File: src/rtl/arrow_key_decoder_pkg.sv
// Shared game definitions: PS/2 scancodes, direction encoding and parser states.
// Also holds small decode helpers used by the parser and the top.
package arrow_key_decoder_pkg;

    localparam logic [7:0] SC_EXT   = 8'hE0;
    localparam logic [7:0] SC_BRK   = 8'hF0;
    localparam logic [7:0] SC_UP    = 8'h75;
    localparam logic [7:0] SC_DOWN  = 8'h72;
    localparam logic [7:0] SC_LEFT  = 8'h6B;
    localparam logic [7:0] SC_RIGHT = 8'h74;

    typedef enum logic [1:0] {
        DIR_UP    = 2'd0,
        DIR_DOWN  = 2'd1,
        DIR_LEFT  = 2'd2,
        DIR_RIGHT = 2'd3
    } dir_t;

    typedef enum logic [1:0] {
        PS_IDLE    = 2'd0,
        PS_EXT     = 2'd1,
        PS_BRK     = 2'd2,
        PS_EXT_BRK = 2'd3
    } ps2_state_t;

    typedef struct packed {
        logic hit;
        dir_t dir;
    } arrow_t;

    function automatic arrow_t decode_arrow(input logic [7:0] code);
        arrow_t a;
        a.hit = 1'b1;
        a.dir = DIR_UP;
        case (code)
            SC_UP:    a.dir = DIR_UP;
            SC_DOWN:  a.dir = DIR_DOWN;
            SC_LEFT:  a.dir = DIR_LEFT;
            SC_RIGHT: a.dir = DIR_RIGHT;
            default:  a.hit = 1'b0;
        endcase
        return a;
    endfunction

    // Bit order {up,down,left,right}, matching keys_held and the output group.
    function automatic logic [3:0] dir_onehot(input dir_t d);
        logic [3:0] oh;
        case (d)
            DIR_UP:   oh = 4'b1000;
            DIR_DOWN: oh = 4'b0100;
            DIR_LEFT: oh = 4'b0010;
            default:  oh = 4'b0001;
        endcase
        return oh;
    endfunction

endpackage

File: src/rtl/arrow_key_decoder_ps2_prefix_parser.sv
// E0/F0 prefix parser with a stale-prefix timeout. Emits one-cycle make/break
// pulses for extended arrow codes together with the 2-bit key code.
module ps2_prefix_parser
    import arrow_key_decoder_pkg::*;
#(
    parameter logic [19:0] PREFIX_TIMEOUT = 20'd500000
) (
    input  logic       clk,
    input  logic       resetN,
    input  logic [7:0] ps2_byte,
    input  logic       ps2_valid,
    output logic       make_pulse,
    output logic       brk_pulse,
    output logic [1:0] key
);

    ps2_state_t  state_q, state_d;
    logic [19:0] cnt_q, cnt_d;
    arrow_t      arrow;

    always_comb begin
        state_d    = state_q;
        cnt_d      = cnt_q;
        make_pulse = 1'b0;
        brk_pulse  = 1'b0;
        arrow      = decode_arrow(ps2_byte);
        key        = arrow.dir;

        if (ps2_valid) begin
            cnt_d = '0;
            case (state_q)
                PS_IDLE: begin
                    if (ps2_byte == SC_EXT)      state_d = PS_EXT;
                    else if (ps2_byte == SC_BRK) state_d = PS_BRK;
                end
                PS_EXT: begin
                    if (ps2_byte == SC_BRK)      state_d = PS_EXT_BRK;
                    else if (ps2_byte == SC_EXT) state_d = PS_EXT;
                    else begin
                        state_d    = PS_IDLE;
                        make_pulse = arrow.hit;
                    end
                end
                PS_BRK: state_d = PS_IDLE;
                PS_EXT_BRK: begin
                    state_d   = PS_IDLE;
                    brk_pulse = arrow.hit;
                end
                default: state_d = PS_IDLE;
            endcase
        end else if (state_q != PS_IDLE) begin
            // A prefix whose follow-up byte never came is dropped silently.
            if (cnt_q == PREFIX_TIMEOUT - 20'd1) begin
                state_d = PS_IDLE;
                cnt_d   = '0;
            end else begin
                cnt_d = cnt_q + 20'd1;
            end
        end

        if (resetN) begin
            make_pulse = 1'b0;
            brk_pulse  = 1'b0;
        end
    end

    always_ff @(posedge clk) begin
        if (resetN) begin
            state_q <= PS_IDLE;
            cnt_q   <= '0;
        end else begin
            state_q <= state_d;
            cnt_q   <= cnt_d;
        end
    end

endmodule

File: src/rtl/arrow_key_decoder.sv
// Arrow-key decoder: tracks held arrows, remembers the most recent direction and
// publishes it as a frame-stable one-hot group on each startOfFrame.
module arrow_key_decoder
    import arrow_key_decoder_pkg::*;
#(
    parameter logic [19:0] PREFIX_TIMEOUT = 20'd500000
) (
    input  logic       clk,
    input  logic       resetN,
    input  logic [7:0] ps2_byte,
    input  logic       ps2_valid,
    input  logic       startOfFrame,
    output logic       upArrowPressed,
    output logic       downArrowPressed,
    output logic       leftArrowPressed,
    output logic       rightArrowPressed,
    output logic [3:0] keys_held
);

    logic       make_pulse, brk_pulse;
    logic [1:0] key;
    dir_t       key_dir;
    logic [3:0] key_oh;

    logic [3:0] held_q, held_d;
    dir_t       last_dir_q, last_dir_d;
    logic       last_vld_q, last_vld_d;
    logic [3:0] arrows_q, arrows_d;

    ps2_prefix_parser #(
        .PREFIX_TIMEOUT(PREFIX_TIMEOUT)
    ) u_parser (
        .clk       (clk),
        .resetN    (resetN),
        .ps2_byte  (ps2_byte),
        .ps2_valid (ps2_valid),
        .make_pulse(make_pulse),
        .brk_pulse (brk_pulse),
        .key       (key)
    );

    always_comb begin
        key_dir    = dir_t'(key);
        key_oh     = dir_onehot(key_dir);
        held_d     = held_q;
        last_dir_d = last_dir_q;
        last_vld_d = last_vld_q;
        arrows_d   = arrows_q;

        // Make is applied after break so a coincident pair leaves the key held.
        if (brk_pulse)  held_d = held_d & ~key_oh;
        if (make_pulse) held_d = held_d | key_oh;

        if (make_pulse) begin
            last_dir_d = key_dir;
            last_vld_d = 1'b1;
        end else if (brk_pulse && last_vld_q && key_dir == last_dir_q) begin
            last_vld_d = |held_d;
            if (held_d[3])      last_dir_d = DIR_UP;
            else if (held_d[2]) last_dir_d = DIR_DOWN;
            else if (held_d[1]) last_dir_d = DIR_LEFT;
            else                last_dir_d = DIR_RIGHT;
        end

        // Uses the registered last_dir so a coincident byte lands next frame.
        if (startOfFrame)
            arrows_d = last_vld_q ? dir_onehot(last_dir_q) : 4'b0000;
    end

    always_ff @(posedge clk) begin
        if (resetN) begin
            held_q     <= 4'b0000;
            last_dir_q <= DIR_UP;
            last_vld_q <= 1'b0;
            arrows_q   <= 4'b0000;
        end else begin
            held_q     <= held_d;
            last_dir_q <= last_dir_d;
            last_vld_q <= last_vld_d;
            arrows_q   <= arrows_d;
        end
    end

    assign keys_held         = held_q;
    assign upArrowPressed    = arrows_q[3];
    assign downArrowPressed  = arrows_q[2];
    assign leftArrowPressed  = arrows_q[1];
    assign rightArrowPressed = arrows_q[0];

endmodule

File: config.mk
export PLATFORM = sky130hd
export DESIGN_NAME = arrow_key_decoder
export DESIGN_NICKNAME = d
export VERILOG_FILES = /design/src/rtl/arrow_key_decoder_pkg.sv /design/src/rtl/arrow_key_decoder_ps2_prefix_parser.sv /design/src/rtl/arrow_key_decoder.sv
export SDC_FILE = /design/constraint.sdc
export NUM_CORES = 1
export LEC_CHECK = 0
export ABC_AREA = 1
export BUFFER_PORTS_ARGS = -buffer_cell sky130_fd_sc_hd__buf_2
export CORE_MARGIN = 10
export CORE_UTILIZATION = 35
export CTS_CLUSTER_DIAMETER = 60
export DETAILED_ROUTE_END_ITERATION = 10
export PLACE_DENSITY = 0.5
export SLEW_MARGIN = 20
export SYNTH_ARGS = -nofsm -noshare
export SYNTH_HDL_FRONTEND = slang
export SYNTH_SLANG_ARGS = --single-unit
File: constraint.sdc
create_clock -name clk -period 3.5 [get_ports clk]
set_input_delay 0.7 -clock clk [delete_from_list [all_inputs] [get_ports clk]]
set_output_delay 0.7 -clock clk [all_outputs]
set_load 0.01 [all_outputs]
Word-level counts from Yosys, hierarchy flattened
Index checks and enable logic that the tools add are counted.
Storage, ports and cells
  flip-flop bits (word level): 33
  output and inout bits: 8
Operators by class
  $add $sub $neg: 1
  equality and inequality tests: 16
  mux-type cells: 31
  bitwise operators: 3
  reduce and logical (&&, ||, !) cells: 14
Operators by type and width (number)
  $eq A8 B7 Y1 const B: 4
  $pmux W4 S3: 2
  $add A20 B1 Y20 const B: 1
  $eq A20 B19 Y1 const B: 1
  $mux W2: 10
  $mux W20: 1
  $eq A8 B8 Y1 const B: 2
  $mux W1: 13
  $mux W4: 3
  $pmux W2 S3: 2
  $eq A2 B2 Y1 const B: 4
  $reduce_bool A2 Y1: 4
  $reduce_or A4 Y1: 2
  $eq A2 B1 Y1 const B: 3
  $logic_not A2 Y1: 3
  $and A4 B4 Y4: 1
  $ne A4 B2 Y1 const B: 1
  $not A4 Y4: 1
  $or A4 B4 Y4: 1
  $reduce_or A2 Y1: 2
  $reduce_and A3 Y1: 1
  $eq A2 B2 Y1: 1
  $logic_and A1 B1 Y1: 2

Depth between registers and ports, before layout
Gate-level depths: netlist of the first run.
  depth after elaboration: 14
  depth in mapped cells: 13

By module
A second synthesis of the first run with hierarchy kept.
Unflattened totals
  cells, all modules: 303
  area total of the unflattened synthesis: 1948.1 um^2
By module, submodules not included
  ps2_prefix_parser: instances 1, cells an instance 221, area each 1396.3 um^2
  arrow_key_decoder: instances 1, cells an instance 82, area each 551.8 um^2

Least setup slack after synthesis of the first run
No wires, ideal clock.
  path type: input to register
  start point: input port ps2_byte[7]
  end point: register last_dir_q[0]
  library setup time: 0.067 ns
  arrival time: 1.685 ns
  required time: 3.433 ns
  slack: 1.747 ns
  stages on the path: 13
  buffers on the path: 0
  cells stage by stage: inv_2 > nand2_2 > nor2_2 > nand2_1 > nand2_2 > inv_1 > nand2_2 > nand3_1 > nand2_2 > nand2_2 > nor2_1 > nand2_1 > a21oi_2
Between the ends
  word-level cells in the longest chain between the ends: 14
  elaborated cells between the ends (all ways): 35
RTL lines
  start: declaration: RTL line arrow_key_decoder.sv:10  | input logic [7:0] ps2_byte,
  $eq A8 B7 Y1: RTL line arrow_key_decoder_pkg.sv:35  | case (code)
  $pmux W2 S3 / $reduce_or A4 Y1 (equally long branches)
  $eq A2 B2 Y1, or another cell as far along: RTL line arrow_key_decoder_pkg.sv:48  | case (d)
  $pmux W4 S3, or another cell as far along: RTL line arrow_key_decoder_pkg.sv:48
  $not A4 Y4, or another cell as far along: RTL line arrow_key_decoder.sv:51  | if (brk_pulse) held_d = held_d & ~key_oh;
  $and A4 B4 Y4, or another cell as far along: RTL line arrow_key_decoder.sv:51
  $mux W4 / $mux W1 (equally long branches): RTL line arrow_key_decoder.sv:51, arrow_key_decoder_ps2_prefix_parser.sv:29
  $or A4 B4 Y4 / $mux W1 (equally long branches): RTL line arrow_key_decoder.sv:52, arrow_key_decoder_ps2_prefix_parser.sv:61
  $mux W4: RTL line arrow_key_decoder.sv:52  | if (make_pulse) held_d = held_d | key_oh;
  $mux W1: RTL line arrow_key_decoder.sv:61  | else if (held_d[1]) last_dir_d = DIR_LEFT;
  $mux W2: RTL line arrow_key_decoder.sv:60  | else if (held_d[2]) last_dir_d = DIR_DOWN;
  $mux W2: RTL line arrow_key_decoder.sv:59  | if (held_d[3]) last_dir_d = DIR_UP;
  $mux W2: RTL line arrow_key_decoder.sv:57  | end else if (brk_pulse && last_vld_q && key_dir == last_dir_q) begin
  $mux W2: RTL line arrow_key_decoder.sv:54  | if (make_pulse) begin
  end signal: assignment: RTL line arrow_key_decoder.sv:78  | last_dir_q <= last_dir_d;
  end: declaration: RTL line arrow_key_decoder.sv:26  | dir_t last_dir_q, last_dir_d;
Parallel ways exist; a longest one is shown, timed or not. The select of a mux whose other input is x is not followed.
A chain may end at the register's enable or synchronous reset.

Final worst setup path of the first run
  start point: register u_parser.cnt_q[0]
  end point: register u_parser.cnt_q[19]
Between the ends
  word-level cells in the longest chain between the ends: 2
  elaborated cells between the ends (all ways): 3
RTL lines
  start: declaration: RTL line arrow_key_decoder_ps2_prefix_parser.sv:18  | logic [19:0] cnt_q, cnt_d;
  start signal: assignment: RTL line arrow_key_decoder_ps2_prefix_parser.sv:73  | cnt_q <= cnt_d;
  $add A20 B1 Y20 / $eq A20 B19 Y1 (equally long branches): RTL line arrow_key_decoder_ps2_prefix_parser.sv:57, arrow_key_decoder_ps2_prefix_parser.sv:53
  $mux W20 (*): RTL line arrow_key_decoder_ps2_prefix_parser.sv:53  | if (cnt_q == PREFIX_TIMEOUT - 20'd1) begin
Mark *: on every way between the ends. The rest lies on a longest branch, timed or not.

==> impl_metrics.ini, run 1 <==
[status]
status = finished clean

[timing]
worst_slew_pin_slew_ps = 381.6
fmax_mhz = 545.8
hold_violations = 0
rsz0062_at_grt = no
setup_viol_count_final = 0
drv_slew = 0
period_minus_slack_ps = 1832
tns_ps = 0
timing.final.crit_share = 0.5235
slew_headroom = 0.7450
clock_skew_ps = 2.407

[clock_tree]
clockBufferDepth = 2
cts_buffers = 5
cts_setup_buffers = 0
cts_tree = built
h-tree-depth = 2
clock-sinks = 33
cts_root_buf = clkbuf_8
cts.repair.resized = 0
clock_latency_ps = 280
holdBufCountCts = 0
clk_pin_slew_ps = 70

[worst_setup_path]
startpoint_type = flip-flop
crit_fanout = 11
timing.rr.start = u_parser.cnt_q[0]$_SDFFE_PP0P_
crit_slowest_cell = dfxtp_1
worst-path-buf-inv = 1
worstPathArrival_ps = 2010
crit_family = simple AND/OR/NAND/NOR gates
reg2reg_to = u_parser.cnt_q[19]$_SDFFE_PP0P_
path_common_cell = nand2_1
worstPathCellList = ha_1, nand2_1, nor2_1, nand4_1, nand2_1, inv_1, o21ai_0, a21oi_1
cp.required_ps = 3670
r2r_cells = 8
cp-end-kind = flip-flop
critPathMaxStageDelay_ps = 370
reg2reg_slack_ps = 1670
crit_type = reg -> reg

[yosys]
syn_nets = 297
postSynth.asyncResetShare = 0
syn_area_sq_um = 1913
synth-seq-cells = 33
synth_ff_type = dfxtp_1
synth_edf_count = 0
synth_top_area_share = 0.3453
synth-seq-area-share = 0.3453
yosysTopAreaCell = dfxtp_1
synthTopCellsByArea = dfxtp_1 35%, nand2_1 12%, nor2_1 8.6%, inv_1 7.8%, a21oi_1 4.4%
avgSynthCellArea_sq_um = 6.736
yosysWarningCount = 0
synth.distinct_cells = 35
syn_inst = 284

[global_route]
first_global_vias = 1760
grt_pass1_wl_mm = 7.631
grt_remaining_overflow = 0
grt_max_degree = 13
grt_usage = 0.1040
antenna_found_initial = 0

[min_path]
hp-class = reg -> reg
whs_endpoint = arrows_q[2]$_SDFFE_PP0P_
hold_start = arrows_q[2]$_SDFFE_PP0P_
min_path_cells = 2

[routing]
via_per_inst = 4.628
route.detailed.drc = 0
drtIter0Drc = 66
postRouteAntennaNets = 0
num_vias = 1754
drt_wl_total_mm = 4.236
dr.pass1.iters = 4
avgRoutedWirePerCell_microns = 11.18

[floorplan]
start_util = 0.3675
io_pins = 20
dieWidth_microns = 93.93
rows = 26
dieArea_sq_um = 8823
die_h_microns = 93.93
core_area_sq_um = 5205

[finish]
nFillCells = 578
finalNonFillerCells = 379
layout-drive-gt1-share = 0.1974
syn2layout_area_growth_pct = 15.30
utilization = 0.4238
regArea_sq_um = 660.6
multi_input_area_sq_um = 1074
antennaDiodeCount = 0
finalNetCount = 321

[pwr]
cellPowerDensity_nw_per_um2 = 357.6
power.leakage_uw = 0.0009987
total_power_uw = 788.8
vdd_ir_drop_max_v = 0.0002210

[place]
placed_cells = 371
dpl.hpwl_mm = 3.347
place.gp.congestion = 0.8009
io_buffers = 19

[run]
cap_violations = 0
[cell usage in the layout (no fill, tap or decap), types with 3 or more instances in the layout]
cell / count
inv_2: 4
buf_2: 19
a21oi_1: 17
clkbuf_8: 6
nor3_1: 5
nor2_4: 3
o21a_1: 3
nand2_2: 10
dfxtp_1: 33
nand4_1: 9
nor4_1: 3
nand3_1: 15
nor2_1: 44
nand2_1: 60
nor2_2: 4
inv_1: 40
o21ai_0: 5
[per-stage QoR]
stage	instance area [sq um]	hold slack (ps)	setup WS [ps]
global placement	2090	451.9	1421
floorplan	1913	440.7	1747
CTS	2206	475.5	1628
detailed placement	2090	458.9	1396
global route	2206	499.0	1401
finish	2206	471.9	1668
[kinds of logic (layout without fill, tap and decap cells)]
| family | Yosys count | after routing | share of synthesized area |
|---|---|---|---|
| simple gates | 166 | 166 | 0.4323 |
| buf+inv | 47 | 72 | 0.09352 |
| compound gates | 33 | 33 | 0.1040 |
| flops | 33 | 33 | 0.3453 |
| xor+xnor | 4 | 4 | 0.01832 |
| fa+ha+maj | 1 | 1 | 0.006539 |
[layer usage]
metal  up-vias  GRT usage  wire [microns]
met1       769     0.1327            2154
met3         5    0.02478             167
met5         -          0               0
met2        22     0.1619            1866
li1        958          -               -
met4         0    0.04557              48
[layout make-up]
cell class | instances | share of cell area
multi-input combinational | 204 | 0.4867
tap | 70 | 0.03970
timing repair buffer | 20 | 0.04651
clock buffer | 7 | 0.03914
clock inverter | 1 | 0.01361
sequential | 33 | 0.2995
inverter | 44 | 0.07487
[Yosys cell counts, types with 2 or more instances]
| cell type | instances |
|---|---|
| or2_2 | 2 |
| nand2_2 | 10 |
| nand4_1 | 9 |
| a21oi_1 | 17 |
| nor3_4 | 2 |
| nand2_4 | 2 |
| nor2_2 | 4 |
| nor4_1 | 3 |
| buf_2 | 2 |
| dfxtp_1 | 33 |
| nand2_1 | 60 |
| o21a_1 | 3 |
| a211oi_1 | 2 |
| nand3_1 | 15 |
| nor2_1 | 44 |
| nand3_2 | 2 |
| nor2_4 | 3 |
| nor3_1 | 5 |
| o21ai_0 | 5 |
| inv_2 | 4 |
| nor3_2 | 2 |
| inv_1 | 40 |
| xor2_1 | 2 |
| xnor2_1 | 2 |
[report_power, final]
group	leakage (uW)	switching [uW]	internal, uW
Clock	0.0000585	145	232
Combinational	0.000675	24.9	11.0
Sequential	0.000266	0.0796	375
Total	0.000999	170	619
[tightest hold or removal path, cell delays in order (launching register included)]
cell     delay [ps]
dfxtp_1         310
nand2_1          60
a21oi_1          60
[worst max path at each step]
stage                     cells past startpoint  slack, ps                            from                               to
after detailed placement                      9       1400                          resetN          last_vld_q$_SDFFE_PP0P_
after global placement                        9       1420                          resetN          last_vld_q$_SDFFE_PP0P_
after floorplan                              13       1750                     ps2_byte[7]       last_dir_q[0]$_SDFFE_PP0P_
final                                         8       1670  u_parser.cnt_q[0]$_SDFFE_PP0P_  u_parser.cnt_q[19]$_SDFFE_PP0P_
after CTS                                     8       1630  u_parser.cnt_q[0]$_SDFFE_PP0P_  u_parser.cnt_q[19]$_SDFFE_PP0P_
after global routing                          8       1400  u_parser.cnt_q[0]$_SDFFE_PP0P_  u_parser.cnt_q[19]$_SDFFE_PP0P_
[registers in the layout, summed over array words and instances, names as in the netlist]
name / flops
last_dir_q: 2
keys_held: 4
arrows_q: 4
last_vld_q: 1
u_parser.cnt_q: 20
u_parser.state_q: 2
Note: power is estimated with default switching activity, not from simulation.
==> inputs of run 2 (changes only) <==
- PLACE_DENSITY: 0.5 -> 0.52
- clock period: 3.5 -> 1.64 ns (I/O delays scaled with it)
==> impl_metrics.ini, run 2 (synthesis gave the netlist of run 1 again) <==
[worst_setup_path]
setup.worst_path.start = u_parser.cnt_q[1]$_SDFFE_PP0P_
crit_fanout = 4
critPathMaxStageDelay_ps = 350
startpoint_type = flip-flop
reg2reg_to = u_parser.cnt_q[14]$_SDFFE_PP0P_
worstPathCellList = ha_4, nand2_4, nor3_4, nand4_2, nor3_4, buf_4, nand2_2, nor2_1, nor3_1
r2r_cells = 9
crit_type = reg -> reg
cp-end-kind = flip-flop
crit_slowest_cell = dfxtp_2
path_common_cell = nor3_4
reg2reg_slack_ps = -30
timing.rr.start = u_parser.cnt_q[1]$_SDFFE_PP0P_
worst-path-buf-inv = 1
worstPathArrival_ps = 1840
cp.required_ps = 1810
crit_family = simple AND/OR/NAND/NOR gates
crit_end = u_parser.cnt_q[14]$_SDFFE_PP0P_
worstSetupPathDepth = 9

[routing]
postRouteAntennaNets = 0
drtIter0Drc = 83
num_vias = 1883
avgRoutedWirePerCell_microns = 11.30
drt_wl_total_mm = 4.552
dr.pass1.iters = 4
via_per_inst = 4.672
route.detailed.drc = 0

[global_route]
grt_pass1_wl_mm = 7.721
antenna_found_initial = 0
first_global_vias = 1752
grt_max_degree = 12
grt_usage = 0.1060
grt_remaining_overflow = 0

[finish]
design_area_sq_um = 2407
regMostFlops = u_parser.cnt_q
multi_input_area_sq_um = 1120
final_common_cell = nand2_1
finalNetCount = 345
utilization = 0.4625
antennaDiodeCount = 0
nFillCells = 554
layout-drive-gt1-share = 0.2943
largest_reg_flops = 20
final_cell_mix = 58 x nand2_1, 42 x nor2_1, 40 x inv_1
regArea_sq_um = 665.6
syn2layout_area_growth_pct = 25.83

[timing]
hold_violations = 0
worst_slew_pin_slew_ps = 373.6
clock_skew_ps = 7.646
setup_viol_count_final = 1
tns_ps = -30.46
period_minus_slack_ps = 1670
fin_ws_ps = -30.46
timing.final.crit_share = 1.019
fmax_mhz = 598.6
slew_headroom = 0.7486
drv_slew = 0
rsz0062_at_grt = yes

[floorplan]
die_h_microns = 93.93
start_util = 0.3675
rows = 26
core_area_sq_um = 5205
io_pins = 20
dieArea_sq_um = 8823
dieWidth_microns = 93.93

[pwr]
total_power_uw = 1502
vdd_ir_drop_max_v = 0.0004237
cellPowerDensity_nw_per_um2 = 623.8
power.leakage_uw = 0.001122

[clock_tree]
clock-sinks = 33
cts_tree = built
holdBufCountCts = 0
h-tree-depth = 2
clock_latency_ps = 290
clockBufferDepth = 2
cts_buffers = 5
clk_pin_slew_ps = 70
cts_root_buf = clkbuf_8

[place]
placed_cell_area_sq_um = 2240
dpl.hpwl_mm = 3.492
io_buffers = 19
place.gp.congestion = 0.8276

[status]
status = finished with violations
failed_checks = setup timing

[min_path]
hp-class = in -> reg

[run]
cap_violations = 0
==> run 2: per-stage QoR <==
| step | hold slack (ps) | instances | setup slack (ps) |
|---|---|---|---|
| after floorplan | 440.7 | 284 | 173.6 |
| after global placement | 456.4 | 391 | -55.34 |
| after detailed placement | 454.8 | 391 | -38.78 |
| after CTS | 336.8 | 399 | 11.68 |
| after global routing | 349.8 | 403 | -136.7 |
| final | 342.8 | 403 | -30.46 |
==> run 2: cell type report <==
class / instances / area share
clock inverter: 3 / 0.007277
timing repair buffer: 44 / 0.1175
multi-input combinational: 204 / 0.4652
sequential: 33 / 0.2765
tap: 70 / 0.03638
clock buffer: 5 / 0.02859
inverter: 44 / 0.06861
==> run 2: how the worst min path moves through the flow <==
stage | slack [ps] | endpoint | from | depth (start not counted)
floorplan | 440 | u_parser.cnt_q[17]$_SDFFE_PP0P_ | u_parser.cnt_q[17]$_SDFFE_PP0P_ | 1
global placement | 460 | arrows_q[1]$_SDFFE_PP0P_ | arrows_q[1]$_SDFFE_PP0P_ | 2
detailed placement | 450 | arrows_q[1]$_SDFFE_PP0P_ | arrows_q[1]$_SDFFE_PP0P_ | 2
CTS | 340 | arrows_q[3]$_SDFFE_PP0P_ | startOfFrame | 3
global route | 350 | arrows_q[3]$_SDFFE_PP0P_ | startOfFrame | 3
finish | 340 | arrows_q[3]$_SDFFE_PP0P_ | startOfFrame | 3
==> run 2: timing repair <==
| item | in CTS | in global routing |
|---|---|---|
| endpoints found under the setup margin | 0 | 12 |
| buffers inserted | 0 | 4 |
| resized for setup | 0 | 16 |
==> run 2: routing by layer <==
layer / GRT usage / up-vias / part of all wire
met1: 0.1366 / 837 / 0.51
met3: 0.03038 / 8 / 0.031
met5: 0 / - / 0
met4: 0.03797 / 0 / 0.013
met2: 0.1636 / 23 / 0.45
li1: - / 1015 / -
==> run 2: power by group <==
part           switching, uW  internal [uW]  total (uW)
logic                   57.1           33.6        90.7
registers              0.199            801         801
clock network            317            293         610
==> run 2: tightest hold or removal path: stages <==
cell and delay, ps:
buf_2 120, nand4_1 80, a21oi_1 50
